### src/rtl/aux_ade_sched_pkg.sv
// Shared constants, header/payload field helpers and state encoding for the aux
// data-island scheduler.
package aux_ade_sched_pkg;

  localparam int unsigned BURST_LEN = 32;
  localparam int unsigned HCNT_W    = 11;
  localparam int unsigned IDX_W     = $clog2(BURST_LEN);
  localparam int unsigned HPOS_W    = 12;
  localparam int unsigned DATA_W    = 12;
  localparam int unsigned WORD_W    = 24;
  localparam int unsigned NUM_W     = 4;

  localparam logic [HPOS_W-1:0] SKIP_HPOS = 12'hFFF;

  localparam int unsigned HDR_MSB = 23;
  localparam int unsigned HDR_LSB = 12;
  localparam int unsigned PAY_MSB = 11;
  localparam int unsigned PAY_LSB = 0;

  typedef enum logic [2:0] {
    StIdle  = 3'd0,
    StPrime = 3'd1,
    StArmed = 3'd2,
    StBurst = 3'd3,
    StFetch = 3'd4
  } state_e;

  function automatic logic [HPOS_W-1:0] hdr_hpos(input logic [WORD_W-1:0] word);
    return word[HDR_MSB:HDR_LSB];
  endfunction

  function automatic logic [DATA_W-1:0] pay_data(input logic [WORD_W-1:0] word);
    return word[PAY_MSB:PAY_LSB];
  endfunction

endpackage

### src/rtl/aux_ade_sched_edge_det.sv
// Registered rising-edge detector: o_rise is high in the first cycle i_sig is high.
module aux_ade_sched_edge_det (
  input  logic i_clk,
  input  logic i_rst_n,
  input  logic i_sig,
  output logic o_rise
);

  logic r_sig_d;

  always_ff @(posedge i_clk or negedge i_rst_n) begin
    if (!i_rst_n) begin
      r_sig_d <= 1'b0;
    end else begin
      r_sig_d <= i_sig;
    end
  end

  assign o_rise = i_sig & ~r_sig_d;

endmodule

### src/rtl/aux_ade_sched.sv
// Pops an hpos header from the aux FIFO, waits for that position in blanking and
// streams one BURST_LEN-word data-island burst; counts bursts per line.
module aux_ade_sched
  import aux_ade_sched_pkg::*;
(
  input  logic                fifo_clk,
  input  logic                sys_rst,
  input  logic [HCNT_W-1:0]   hcnt,
  input  logic                vde,
  input  logic [WORD_W-1:0]   ax_dout,
  input  logic                ax_empty,
  output logic                ax_rd_en,
  output logic                ade,
  output logic [DATA_W-1:0]   ade_data,
  output logic [NUM_W-1:0]    ade_num,
  output logic                underflow
);

  state_e              r_state;
  state_e              w_state_nxt;
  logic [HPOS_W-1:0]   r_hpos;
  logic [IDX_W-1:0]    r_idx;
  logic                r_ade;
  logic                r_rd_issued;
  logic                r_underflow;
  logic [NUM_W-1:0]    r_cnt;
  logic [NUM_W-1:0]    r_num;

  logic                w_match;
  logic                w_slot;
  logic                w_burst_done;
  logic                w_vde_rise;
  logic [NUM_W-1:0]    w_cnt_inc;

  aux_ade_sched_edge_det u_vde_edge (
    .i_clk   (fifo_clk),
    .i_rst_n (sys_rst),
    .i_sig   (vde),
    .o_rise  (w_vde_rise)
  );

  assign w_match = !vde && ({1'b0, hcnt} == r_hpos);

  // w_slot marks a payload read slot; the first one is the match cycle itself.
  always_comb begin
    w_state_nxt = r_state;
    ax_rd_en    = 1'b0;
    w_slot      = 1'b0;
    unique case (r_state)
      StIdle: begin
        if (!ax_empty) begin
          ax_rd_en    = 1'b1;
          w_state_nxt = StPrime;
        end
      end
      StPrime: begin
        w_state_nxt = (hdr_hpos(ax_dout) == SKIP_HPOS) ? StIdle : StArmed;
      end
      StArmed: begin
        if (w_match) begin
          w_slot      = 1'b1;
          ax_rd_en    = !ax_empty;
          w_state_nxt = StBurst;
        end
      end
      StBurst: begin
        w_slot   = 1'b1;
        ax_rd_en = !ax_empty;
        if (r_idx == IDX_W'(BURST_LEN - 1)) begin
          w_state_nxt = StFetch;
        end
      end
      StFetch: begin
        if (!ax_empty) begin
          ax_rd_en    = 1'b1;
          w_state_nxt = StPrime;
        end else begin
          w_state_nxt = StIdle;
        end
      end
      default: begin
        w_state_nxt = StIdle;
      end
    endcase
  end

  always_ff @(posedge fifo_clk or negedge sys_rst) begin
    if (!sys_rst) begin
      r_state <= StIdle;
      r_hpos  <= '0;
      r_idx   <= '0;
    end else begin
      r_state <= w_state_nxt;
      if (r_state == StPrime) begin
        r_hpos <= hdr_hpos(ax_dout);
      end
      r_idx <= w_slot ? r_idx + 1'b1 : '0;
    end
  end

  // A skipped read keeps its ade slot but carries zero data and flags underflow.
  always_ff @(posedge fifo_clk or negedge sys_rst) begin
    if (!sys_rst) begin
      r_ade       <= 1'b0;
      r_rd_issued <= 1'b0;
      r_underflow <= 1'b0;
    end else begin
      r_ade       <= w_slot;
      r_rd_issued <= w_slot && !ax_empty;
      r_underflow <= r_underflow | (w_slot & ax_empty);
    end
  end

  // FETCH coincides with the last ade cycle of a burst.
  assign w_burst_done = (r_state == StFetch);
  assign w_cnt_inc    = (r_cnt == {NUM_W{1'b1}}) ? r_cnt : r_cnt + NUM_W'(w_burst_done);

  always_ff @(posedge fifo_clk or negedge sys_rst) begin
    if (!sys_rst) begin
      r_cnt <= '0;
      r_num <= '0;
    end else if (w_vde_rise) begin
      r_num <= w_cnt_inc;
      r_cnt <= '0;
    end else begin
      r_cnt <= w_cnt_inc;
    end
  end

  // The FIFO read port is registered, so gating its output keeps ade_data aligned with ade.
  assign ade_data  = r_rd_issued ? pay_data(ax_dout) : '0;
  assign ade       = r_ade;
  assign ade_num   = r_num;
  assign underflow = r_underflow;

endmodule
### config.mk
export PLATFORM = sky130hd
export DESIGN_NAME = aux_ade_sched
export DESIGN_NICKNAME = d
export VERILOG_FILES = /design/src/rtl/aux_ade_sched_pkg.sv /design/src/rtl/aux_ade_sched_edge_det.sv /design/src/rtl/aux_ade_sched.sv
export SDC_FILE = /design/constraint.sdc
export NUM_CORES = 1
export LEC_CHECK = 0
export CORE_MARGIN = 1.5
export CORE_UTILIZATION = 35
export DETAILED_ROUTE_END_ITERATION = 8
export PLACE_DENSITY = 0.77
export SETUP_SLACK_MARGIN = 0.1
export SKIP_CTS_REPAIR_TIMING = 1
export SYNTH_ARGS = -nofsm -noshare
export SYNTH_HDL_FRONTEND = slang
export SYNTH_SLANG_ARGS = --single-unit
export TNS_END_PERCENT = 5
### constraint.sdc
create_clock -name fifo_clk -period 3 [get_ports fifo_clk]
set_input_delay 0.9 -clock fifo_clk [delete_from_list [all_inputs] [get_ports fifo_clk]]
set_output_delay 0.9 -clock fifo_clk [all_outputs]
set_load 0.05 [all_outputs]
# --- Yosys cells after proc, flatten, opt, wreduce, memory -nomap -nowiden ---
# Index checks and enable logic that the tools add are counted.
word_totals:
  wordCells: 48
  memories: 0
  ram_bits: 0
  register_bits: 32
  inputBits: 39
  latchBits: 0
  romBits: 0
op_classes:
  n_div: 0
  n_reduce_logical: 7
  eq_ne: 11
  mux: 15
  n_addsub: 2
  mul: 0
  shifts: 0
  bitwise: 4
  n_lt_le_gt_ge: 0
ops:
  columns: ["cell", "n"]
  rows:
  - ["$pmux 3 s5", 1]
  - ["$eq 11x12->1", 1]
  - ["$eq 12x12->1 const B", 1]
  - ["$mux 12", 1]
  - ["$mux 3", 3]
  - ["$mux 4", 2]
  - ["$eq 3x2->1 const B", 2]
  - ["$ne 2x2->1 const B", 3]
  - ["$add 5x1->5 const B", 1]
  - ["$eq 5x5->1 const B", 1]
  - ["$mux 5", 1]
  - ["$add 4x1->4", 1]
  - ["$eq 4x4->1 const B", 1]
  - ["$mux 1", 4]
  - ["$eq 3x1->1 const B", 1]
  - ["$eq 3x3->1 const B", 1]
  - ["$logic_not 3->1", 1]
  - ["$pmux 1 s3", 1]
  - ["$reduce_and 3->1", 1]
  - ["$and 1x1->1", 2]
  - ["$logic_and 1x1->1", 2]
  - ["$logic_not 1->1", 2]
  - ["$mux 2", 1]
  - ["$pmux 1 s2", 1]
  - ["3 further kinds", 3]

# --- Longest topological paths before layout ---
# Gate-level depths: netlist of the first run.
logic_depth:
  ltp_word: 6
  depth_mapped: 7

# --- Cells and area by module ---
# Synthesis of the first run repeated with hierarchy kept, for this count alone.
hier_totals:
  hier_cells: 137
  area_unflattened_um2: 1595.3
by_module_without_submodules:
  columns: ["module", "cells_per_inst", "area_each_um2", "n_inst", "seq_area_each_um2"]
  rows:
  - ["aux_ade_sched", 135, 1556.5, 1, 775.7]
  - ["aux_ade_sched_edge_det", 2, 38.8, 1, 25.0]

# --- Least setup slack after synthesis of the first run ---
# No wires, ideal clock.
synth_path:
  kind: "input port to output port"
  from: "input port hcnt[4]"
  to: "output port ax_rd_en"
  stages: 4
  slack_ns: -0.503
  t_arrival_ns: 2.603
  path_buffers: 0
  cell_sequence: "xor2_1 -> nor4_4 -> a311oi_1 -> a2111oi_2"
synth_between:
  elab_chain_len: 4
synth_lines:
  columns: ["item", "line_no", "source"]
  rows:
  - ["start, declared", "aux_ade_sched.sv:8", "input logic [HCNT_W-1:0] hcnt,"]
  - ["$eq 11x12->1", "aux_ade_sched.sv:42", "assign w_match = !vde && ({1'b0, hcnt} == r_hpos);"]
  - ["$logic_and 1x1->1", "aux_ade_sched.sv:42", null]
  - ["$mux 1", "aux_ade_sched.sv:60", "if (w_match) begin"]
  - ["$pmux 1 s3", "aux_ade_sched.sv:49", "unique case (r_state)"]
  - ["end, declared", "aux_ade_sched.sv:12", "output logic ax_rd_en,"]
# Every way passes these cells.

# --- Worst setup path in the final report of the first run ---
# Ends and elaborated chain as after synthesis.

==> results of run 1 <==
logic make-up (layout without fill, tap and decap cells):
kind of cell	Yosys count	in the layout	share of synthesized area
buf+inv	7	74	0.0221
mux	13	13	0.0916
flops	32	32	0.505
simple gates	54	54	0.213
xor+xnor	14	14	0.0773
compound gates	12	12	0.0592
fa+ha+maj	4	4	0.0316
layer usage:
| metal | vias to the layer above | part of all wire | global-route usage |
|---|---|---|---|
| met5 | - | 0 | 0 |
| met4 | 0 | 0.018 | 0.0577 |
| met3 | 5 | 0.073 | 0.0548 |
| met2 | 52 | 0.49 | 0.237 |
| met1 | 598 | 0.42 | 0.174 |
| li1 | 592 | - | - |
area by class of cell:
class,count,area [sq um]
Sequential cell,32,801
Fill cell,338,1780
Timing Repair Buffer,64,779
Inverter,3,11.3
Clock inverter,1,5.00
Tap cell,52,65.1
Clock buffer,6,72.6
Multi-Input combinational cell,97,842
flip-flops by register name (all words and copies together) (netlist names):
register / count
r_cnt: 4
r_idx: 5
ade_num: 4
u_vde_edge.r_sig_d: 1
ade: 1
r_hpos: 12
underflow: 1
r_rd_issued: 1
r_state: 3
path summary, 6_finish.rpt:
| kind | start | endpoint | slack (ns) | cells after the start |
|---|---|---|---|---|
| worst min register to register | ade_num[2] | ade_num[2] | 0.48 | 2 |
| max in group asynchronous | sys_rst | r_hpos[5] | 1.68 | 2 |
| worst max register to register | r_state[1] | r_hpos[9] | 1.14 | 3 |
| worst max-delay path | hcnt[4] | ax_rd_en | -0.15 | 6 |
| min in group asynchronous | sys_rst | ade_num[2] | 1.01 | 2 |
| worst min-delay path | ade_num[2] | ade_num[2] | 0.48 | 2 |
power by group through the flow:
| stage | logic (mW) | clock network [mW] | registers, mW |
|---|---|---|---|
| after floorplan | 0.0567 | 0 | 0.451 |
| after detailed placement | 0.161 | 0 | 0.452 |
| after CTS | 0.162 | 0.315 | 0.444 |
| final | 0.165 | 0.306 | 0.444 |
| after global placement | 0.160 | 0 | 0.451 |
| after global routing | 0.174 | 0.336 | 0.445 |
cell usage in the layout, fill, tap and decap left out, types with 2 or more instances in the layout:
cell              n
a21oi_1           2
and2_1           12
buf_12           12
buf_4             7
clkbuf_8          5
clkdlybuf4s50_1  32
dfrtp_1          32
dlymetal6s2s_1   10
ha_1              4
inv_1             3
mux2_2           12
nand2_1           6
nand2b_1          3
nand3_1           3
nand4_1           3
nor2_1           11
nor3_1            5
nor3b_2           2
nor4_4            2
o21ai_0           4
o31ai_1           2
xnor2_1           4
xor2_1            2
xor2_2            8
critical path, stage by stage:
cell            delay (ns)
dlymetal6s2s_1        0.14
xor2_2                0.17
nor4_4                0.37
a311oi_4              0.15
a2111oi_4             0.27
clkbuf_16             0.23
synth_stat cells:
cell type / instances / area (sq um)
nand2b_1: 3 / 18.8
nor3b_2: 2 / 25.0
ha_1: 4 / 50.1
nand3_1: 3 / 15.0
nand4_1: 3 / 18.8
a2111oi_2: 1 / 15.0
and4_1: 2 / 17.5
mux2_2: 12 / 135
clkbuf_1: 2 / 7.51
clkbuf_2: 1 / 5.00
mux2i_1: 1 / 10.0
a311oi_1: 1 / 8.76
nor3b_1: 1 / 7.51
nor2b_1: 1 / 6.26
a31oi_2: 1 / 12.5
nand2_1: 6 / 22.5
xor2_1: 10 / 87.6
a21oi_1: 2 / 10.0
nor2_1: 11 / 41.3
buf_6: 1 / 11.3
o31ai_2: 1 / 12.5
nor3_1: 5 / 25.0
xnor2_1: 4 / 35.0
and3_1: 1 / 6.26
dfrtp_1: 32 / 801
o21ai_0: 4 / 20.0
nor4_4: 2 / 42.5
and2_1: 12 / 75.1
and2b_1: 1 / 7.51
o31ai_1: 2 / 15.0
inv_1: 3 / 11.3
nor2b_2: 1 / 8.76
stage by stage:
stage,area (sq um),instances
finish,2580,255
global route,2580,255
floorplan,1600,136
CTS,2460,254
detailed placement,2380,247
global placement,2380,247
==> impl_metrics.env, run 1 <==
export IMPL_status="complete, but fails checks"
export IMPL_violations="setup timing"
export IMPL_root_buffer="clkbuf_8"
export IMPL_syn_avg_cell_area_sq_um=11.7
export IMPL_maxCapViolCount=0
export IMPL_p_int_mw=0.686
export IMPL_cts_tree="built"
export IMPL_antenna_found_initial=0
export IMPL_max_freq_ghz=0.318
export IMPL_synthCells=136
export IMPL_crit_type="in -> out"
export IMPL_grt_pass1_vias=1235
export IMPL_cts_sinks=32
export IMPL_ys_seq_area_frac=0.505
export IMPL_seq_power_share=0.485
export IMPL_fin_crit_ns=3.15
export IMPL_layout_setup_ws_ns=-0.148
export IMPL_die_w_microns=70.3
export IMPL_maxSlewViolCount=0
export IMPL_rsz0062_at_grt="true"
export IMPL_numPortBuffers=57
export IMPL_dp_slack_ns=-0.410
export IMPL_ys_types=32
export IMPL_die_h_microns=70.3
export IMPL_place_detailed_hpwl_microns=2470
export IMPL_firstDrtPassIters=4
export IMPL_yosys_warnings=0
export IMPL_drc=0
export IMPL_fp_row_count=24
export IMPL_p_sw_frac=0.250
export IMPL_worstSetupEndpointType="output pin"
export IMPL_slew_headroom=0.604
export IMPL_clk_pin_slew_ns=0.06
export IMPL_whs_ns=0.478
export IMPL_io_pins=58
export IMPL_synth_seq_cells=32
export IMPL_drtAntennaViolNets=0
export IMPL_synth_fp_nets=179
export IMPL_p_comb_frac=0.180
export IMPL_p_switching_mw=0.229
export IMPL_htreeDepth=2
export IMPL_clock_latency_ns=0.28
export IMPL_post_route_period_util=1.05
export IMPL_tightest_slew_ns=0.591
export IMPL_wl_per_cell_microns=13.5
export IMPL_power_leakage_nw=1.24
export IMPL_clock_power_share=0.335
export IMPL_crit_arrival_ns=2.25
export IMPL_netlist_area_sq_mm=0.00159
export IMPL_finalSetupViolations=1
export IMPL_worstSetupStartpointType="input pin"
export IMPL_area_growth_pct=62.5
export IMPL_grt_pass1_wl_microns=5690
export IMPL_start_util=0.364
export IMPL_drt_wl_total_microns=3440
export IMPL_overflow=0
export IMPL_core_area_sq_mm=0.00435
export IMPL_powerDensity_mw_per_mm2=355
export IMPL_crit_path_max_fanout=2
export IMPL_cp_required_ns=2.10
export IMPL_final_nets=246
export IMPL_viasPerCell=4.89
export IMPL_numCtsBuffers=5
export IMPL_drive_above_1_share=0.286
export IMPL_setup_tns_ns=-0.148
export IMPL_dieArea_sq_mm=0.00494
export IMPL_grt_max_degree=33
export IMPL_ir_drop_mv=0.254
export IMPL_clk_path_buf_depth=2
export IMPL_grt_usage=0.146
export IMPL_power_mw=0.914
export IMPL_finalHoldViolCount=0
export IMPL_vias=1247
export IMPL_gp_congestion=0.750
export IMPL_hold_class="reg -> reg"
export IMPL_clock_skew_ns=0.00322
export IMPL_antennaDiodeCount=0
export IMPL_drt_iter0_drc=27
export IMPL_fin_util=0.592
No activity file was read; power rests on OpenSTA's default activity.
==> run 2, diff against run 1 <==
--- a/config.mk
+++ b/config.mk
@@ -8,6 +8,7 @@
 export CORE_MARGIN = 1.5
 export CORE_UTILIZATION = 35
 export DETAILED_ROUTE_END_ITERATION = 8
+export MAX_ROUTING_LAYER = met4
 export PLACE_DENSITY = 0.77
 export SETUP_SLACK_MARGIN = 0.1
 export SKIP_CTS_REPAIR_TIMING = 1
==> run 2 against run 1 <==
Net effect: the run still ends with setup timing left; sequential share of layout area unchanged; die area unchanged; sequential power about the same; count of clock-buffer cells in the layout unchanged; setup slack improved by 0.00059 ns; critical path type unchanged; largest cell class unchanged.
==> impl_metrics.env, run 2 (synthesis results as in run 1) <==
export IMPL_seq_power_share=0.486
export IMPL_finalHoldViolCount=0
export IMPL_largest_reg_flops=12
export IMPL_path_buf_inv=2
export IMPL_drive_above_1_share=0.286
export IMPL_viasPerCell=4.86
export IMPL_min_from="ade_num[2]"
export IMPL_powerDensity_mw_per_mm2=355
export IMPL_tightest_slew_ns=0.584
export IMPL_io_pins=58
export IMPL_final_nets=246
export IMPL_numCtsBuffers=5
export IMPL_crit_arrival_ns=2.25
export IMPL_root_buffer="clkbuf_8"
export IMPL_area_growth_pct=62.5
export IMPL_cpLargestDelayFamily="compound AO/OA/AOI/OAI gates"
export IMPL_start_util=0.364
export IMPL_overflow=0
export IMPL_vias=1240
export IMPL_place_detailed_hpwl_microns=2470
export IMPL_core_area_sq_mm=0.00435
export IMPL_grt_usage=0.150
export IMPL_fp_row_count=24
export IMPL_path_depth=6
export IMPL_finalSetupViolations=1
export IMPL_worstSetupEndpointType="output pin"
export IMPL_reg_top3="r_hpos: 12 flops, r_idx: 5 flops"
export IMPL_clock_latency_ns=0.28
export IMPL_max_freq_ghz=0.318
export IMPL_finalNonFillerCells=255
export IMPL_final_cell_mix="dfrtp_1, clkdlybuf4s50_1, and2_1, mux2_2, buf_12"
export IMPL_antennaDiodeCount=0
export IMPL_firstDrtPassIters=4
export IMPL_htreeDepth=2
export IMPL_maxSlewViolCount=0
export IMPL_p_sw_frac=0.250
export IMPL_drt_iter0_drc=35
export IMPL_slew_headroom=0.609
export IMPL_drtAntennaViolNets=0
export IMPL_layout_setup_ws_ns=-0.147
export IMPL_gp_congestion=0.759
export IMPL_p_comb_frac=0.180
export IMPL_clk_pin_slew_ns=0.06
export IMPL_cp_required_ns=2.10
export IMPL_rr_worst_depth=3
export IMPL_grt_max_degree=33
export IMPL_cp_slowest_cell="nor4_4"
export IMPL_cts_tree="built"
export IMPL_drt_wl_total_microns=3450
export IMPL_crit_start="hcnt[4]"
export IMPL_reg2reg_from="r_state[1]"
export IMPL_dieArea_sq_mm=0.00494
export IMPL_critPathMaxStageDelay_ns=0.37
export IMPL_die_w_microns=70.3
export IMPL_rsz0062_at_grt="true"
export IMPL_fin_util=0.592
export IMPL_worstSetupStartpointType="input pin"
export IMPL_post_route_period_util=1.05
export IMPL_fin_crit_ns=3.15
export IMPL_worstPathCellList="dlymetal6s2s_1, xor2_2, nor4_4, a311oi_4, a2111oi_4, clkbuf_16"
export IMPL_clock_power_share=0.334
export IMPL_antenna_found_initial=0
export IMPL_ir_drop_mv=0.254
export IMPL_cts_sinks=32
export IMPL_clk_path_buf_depth=2
export IMPL_numPortBuffers=57
export IMPL_max_flop_register="r_hpos"
export IMPL_status="complete, but fails checks"
export IMPL_holdPathStages=2
export IMPL_violations="setup timing"
export IMPL_p_switching_mw=0.228
export IMPL_maxCapViolCount=0
export IMPL_wl_per_cell_microns=13.5
export IMPL_p_int_mw=0.686
export IMPL_hold_class="reg -> reg"
export IMPL_crit_path_max_fanout=2
export IMPL_drc=0
export IMPL_place_inst=247
export IMPL_grt_pass1_vias=1235
export IMPL_grt_pass1_wl_microns=5690
export IMPL_crit_type="in -> out"
export IMPL_clock_skew_ns=0.00328
export IMPL_power_leakage_nw=1.24
export IMPL_die_h_microns=70.3
[run 2: cell counts in the layout (fill, tap and decap cells not counted)]
Identical to the previous run, type by type.
[run 2: tightest hold or removal path: stages (launching register included)]
cell and delay (ns):
dfrtp_1 0.34, nand2_1 0.04, o21ai_0 0.06
[run 2: layout make-up]
class / count / area (sq um)
tap: 52 / 65.1
inverter: 3 / 11.3
sequential: 32 / 801
multi-input combinational: 97 / 842
clock inverter: 1 / 5.00
fill: 338 / 1780
clock buffer: 6 / 72.6
timing repair buffer: 64 / 779
[run 2: final timing paths]
check / to / slack (ns)
max: ax_rd_en / -0.15
min: ade_num[2] / 0.48
max reg2reg: r_hpos[9] / 1.15
min reg2reg: ade_num[2] / 0.48
max in group asynchronous: r_hpos[5] / 1.68
min in group asynchronous: ade_num[2] / 1.02
[run 2: per-stage QoR]
step                hold slack [ns]  TNS (ns)  instance area (sq um)  worst slack, ns  total power, mW
global route                  0.504    -0.217                   2580           -0.217            0.955
detailed placement            0.470    -0.410                   2380           -0.410            0.613
floorplan                     0.444    -0.157                   1600           -0.157            0.507
CTS                           0.477    -0.411                   2460           -0.411            0.920
global placement              0.457    -0.414                   2380           -0.414            0.611
finish                        0.478    -0.147                   2580           -0.147            0.914
[run 2: power groups by stage]
stage	Combinational (mW)	Sequential, mW	Clock (mW)
3_5_place_dp	0.161	0.452	0
2_1_floorplan	0.0567	0.451	0
5_1_grt	0.174	0.445	0.336
6_report	0.165	0.444	0.306
3_3_place_gp	0.160	0.451	0
4_1_cts	0.162	0.444	0.315
[run 2: layer usage]
| metal | up-vias | global-route usage | wire length (microns) |
|---|---|---|---|
| li1 | 593 | - | - |
| met1 | 593 | 0.174 | 1460 |
| met2 | 49 | 0.237 | 1680 |
| met3 | 5 | 0.0548 | 245 |
| met4 | 0 | 0.0577 | 61 |
| met5 | - | - | 0 |
==> run 3, diff against run 2 <==
--- a/config.mk
+++ b/config.mk
@@ -5,7 +5,7 @@
 export SDC_FILE = /design/constraint.sdc
 export NUM_CORES = 1
 export LEC_CHECK = 0
-export CORE_MARGIN = 1.5
+export CORE_MARGIN = 4
 export CORE_UTILIZATION = 35
 export DETAILED_ROUTE_END_ITERATION = 8
 export MAX_ROUTING_LAYER = met4
==> run 3 against run 2 <==
Net effect: total power increased by 11%; final cell count unchanged; highest routed layer unchanged; register-to-register slack got worse by 0.02 ns; clock power increased by 33%; first-iteration DRC count increased by 110%; combinational power about the same; the run still ends with setup timing left; hold slack got worse by 0.0090 ns; largest cell class unchanged; cell area increased by 0.58%.
==> impl_metrics.env, run 3 (synthesis results as in run 1) <==
export IMPL_status="complete, but fails checks"
export IMPL_violations="setup timing"
export IMPL_crit_type="in -> out"
export IMPL_fin_crit_ns=3.07
export IMPL_clk_pin_slew_ns=0.07
export IMPL_critPathMaxStageDelay_ns=0.32
export IMPL_antenna_found_initial=0
export IMPL_drt_wl_total_microns=3370
export IMPL_largest_reg_flops=12
export IMPL_crit_arrival_ns=2.17
export IMPL_start_util=0.362
export IMPL_numCtsBuffers=5
export IMPL_slew_headroom=0.600
export IMPL_grt_pass1_vias=1283
export IMPL_reg_top3="r_hpos: 12 flops, r_idx: 5 flops"
export IMPL_grt_pass1_wl_microns=5520
export IMPL_max_flop_register="r_hpos"
export IMPL_crit_path_max_fanout=2
export IMPL_vias=1235
export IMPL_maxCapViolCount=0
export IMPL_drive_above_1_share=0.296
export IMPL_drt_iter0_drc=72
export IMPL_firstDrtPassIters=4
export IMPL_gp_congestion=0.802
export IMPL_dpl_cell_area_sq_mm=0.00238
export IMPL_power_leakage_nw=1.23
export IMPL_power_mw=1.01
export IMPL_whs_ns=0.469
export IMPL_final_cell_mix="dfrtp_1, clkdlybuf4s50_1, and2_1, mux2_2, buf_12"
export IMPL_fillerInstances=351
export IMPL_grt_max_degree=33
export IMPL_seq_power_share=0.437
export IMPL_worstSetupStartpointType="input pin"
export IMPL_grt_usage=0.130
export IMPL_cpLargestDelayFamily="compound AO/OA/AOI/OAI gates"
export IMPL_core_area_sq_mm=0.00438
export IMPL_io_pins=58
export IMPL_finalSetupViolations=1
export IMPL_p_switching_mw=0.240
export IMPL_drtAntennaViolNets=0
export IMPL_cp_slowest_cell="nor4_4"
export IMPL_rsz0062_at_grt="true"
export IMPL_area_growth_pct=63.5
export IMPL_path_buf_inv=2
export IMPL_p_int_mw=0.773
export IMPL_wl_per_cell_microns=13.2
export IMPL_hold_class="reg -> reg"
export IMPL_post_route_period_util=1.02
export IMPL_viasPerCell=4.84
export IMPL_fin_area_sq_mm=0.00259
export IMPL_die_w_microns=75.3
export IMPL_max_freq_ghz=0.326
export IMPL_clk_path_buf_depth=2
export IMPL_dieArea_sq_mm=0.00567
export IMPL_overflow=0
export IMPL_fin_util=0.591
export IMPL_ir_drop_mv=0.345
export IMPL_root_buffer="clkbuf_8"
export IMPL_place_detailed_hpwl_microns=2620
export IMPL_finalHoldViolCount=0
export IMPL_numPortBuffers=57
export IMPL_cts_sinks=32
export IMPL_clock_skew_ns=0.00599
export IMPL_p_sw_frac=0.237
export IMPL_p_comb_frac=0.160
export IMPL_htreeDepth=2
export IMPL_worstSetupEndpointType="output pin"
export IMPL_clock_power_share=0.403
export IMPL_antennaDiodeCount=0
export IMPL_fp_row_count=24
export IMPL_min_from="r_idx[0]"
export IMPL_cts_tree="built"
export IMPL_reg2reg_from="r_state[1]"
export IMPL_tightest_slew_ns=0.598
export IMPL_drc=0
export IMPL_powerDensity_mw_per_mm2=391
export IMPL_crit_start="hcnt[9]"
export IMPL_die_h_microns=75.3
export IMPL_layout_setup_ws_ns=-0.0676
export IMPL_worstPathCellList="buf_6, xor2_2, nor4_4, a311oi_2, a2111oi_4, clkbuf_16"
export IMPL_final_nets=245
export IMPL_maxSlewViolCount=0
export IMPL_cp_required_ns=2.10
export IMPL_clock_latency_ns=0.28
[run 3: layout make-up]
class / instances / area (sq um) / share of cell area
clock inverter: 3 / 42.5 / 0.0164
inverter: 3 / 11.3 / 0.00435
timing repair buffer: 63 / 763 / 0.295
tap: 52 / 65.1 / 0.0251
multi-input combinational: 97 / 840 / 0.324
clock buffer: 5 / 68.8 / 0.0266
sequential: 32 / 801 / 0.309
[run 3: final timing paths]
| kind | to | slack (ns) | cells past startpoint |
|---|---|---|---|
| min | r_idx[0] | 0.47 | 1 |
| max | ax_rd_en | -0.07 | 6 |
| max reg2reg | r_hpos[11] | 1.13 | 3 |
| max in group asynchronous | r_hpos[8] | 1.70 | 2 |
| min in group asynchronous | ade_num[2] | 1.01 | 2 |
| min reg2reg | r_idx[0] | 0.47 | 1 |
[run 3: per-stage QoR]
stage / TNS (ns) / instances / worst slack (ns)
final: -0.0676 / 255 / -0.0676
after global routing: -0.144 / 255 / -0.144
after floorplan: -0.157 / 136 / -0.157
after CTS: -0.448 / 255 / -0.448
after detailed placement: -0.433 / 247 / -0.433
after global placement: -0.414 / 247 / -0.414
[run 3: metal layers]
metal	GRT usage	part of all wire	vias up
met5	-	0	-
met1	0.145	0.38	589
met4	0.0350	0.011	0
met2	0.223	0.50	49
li1	-	-	591
met3	0.0422	0.11	6
[run 3: power groups by stage]
| stage | sequential [mW] | combinational, mW | clock, mW |
|---|---|---|---|
| floorplan | 0.451 | 0.0567 | 0 |
| global placement | 0.451 | 0.160 | 0 |
| detailed placement | 0.451 | 0.161 | 0 |
| CTS | 0.443 | 0.162 | 0.413 |
| global route | 0.444 | 0.174 | 0.441 |
| finish | 0.443 | 0.162 | 0.408 |
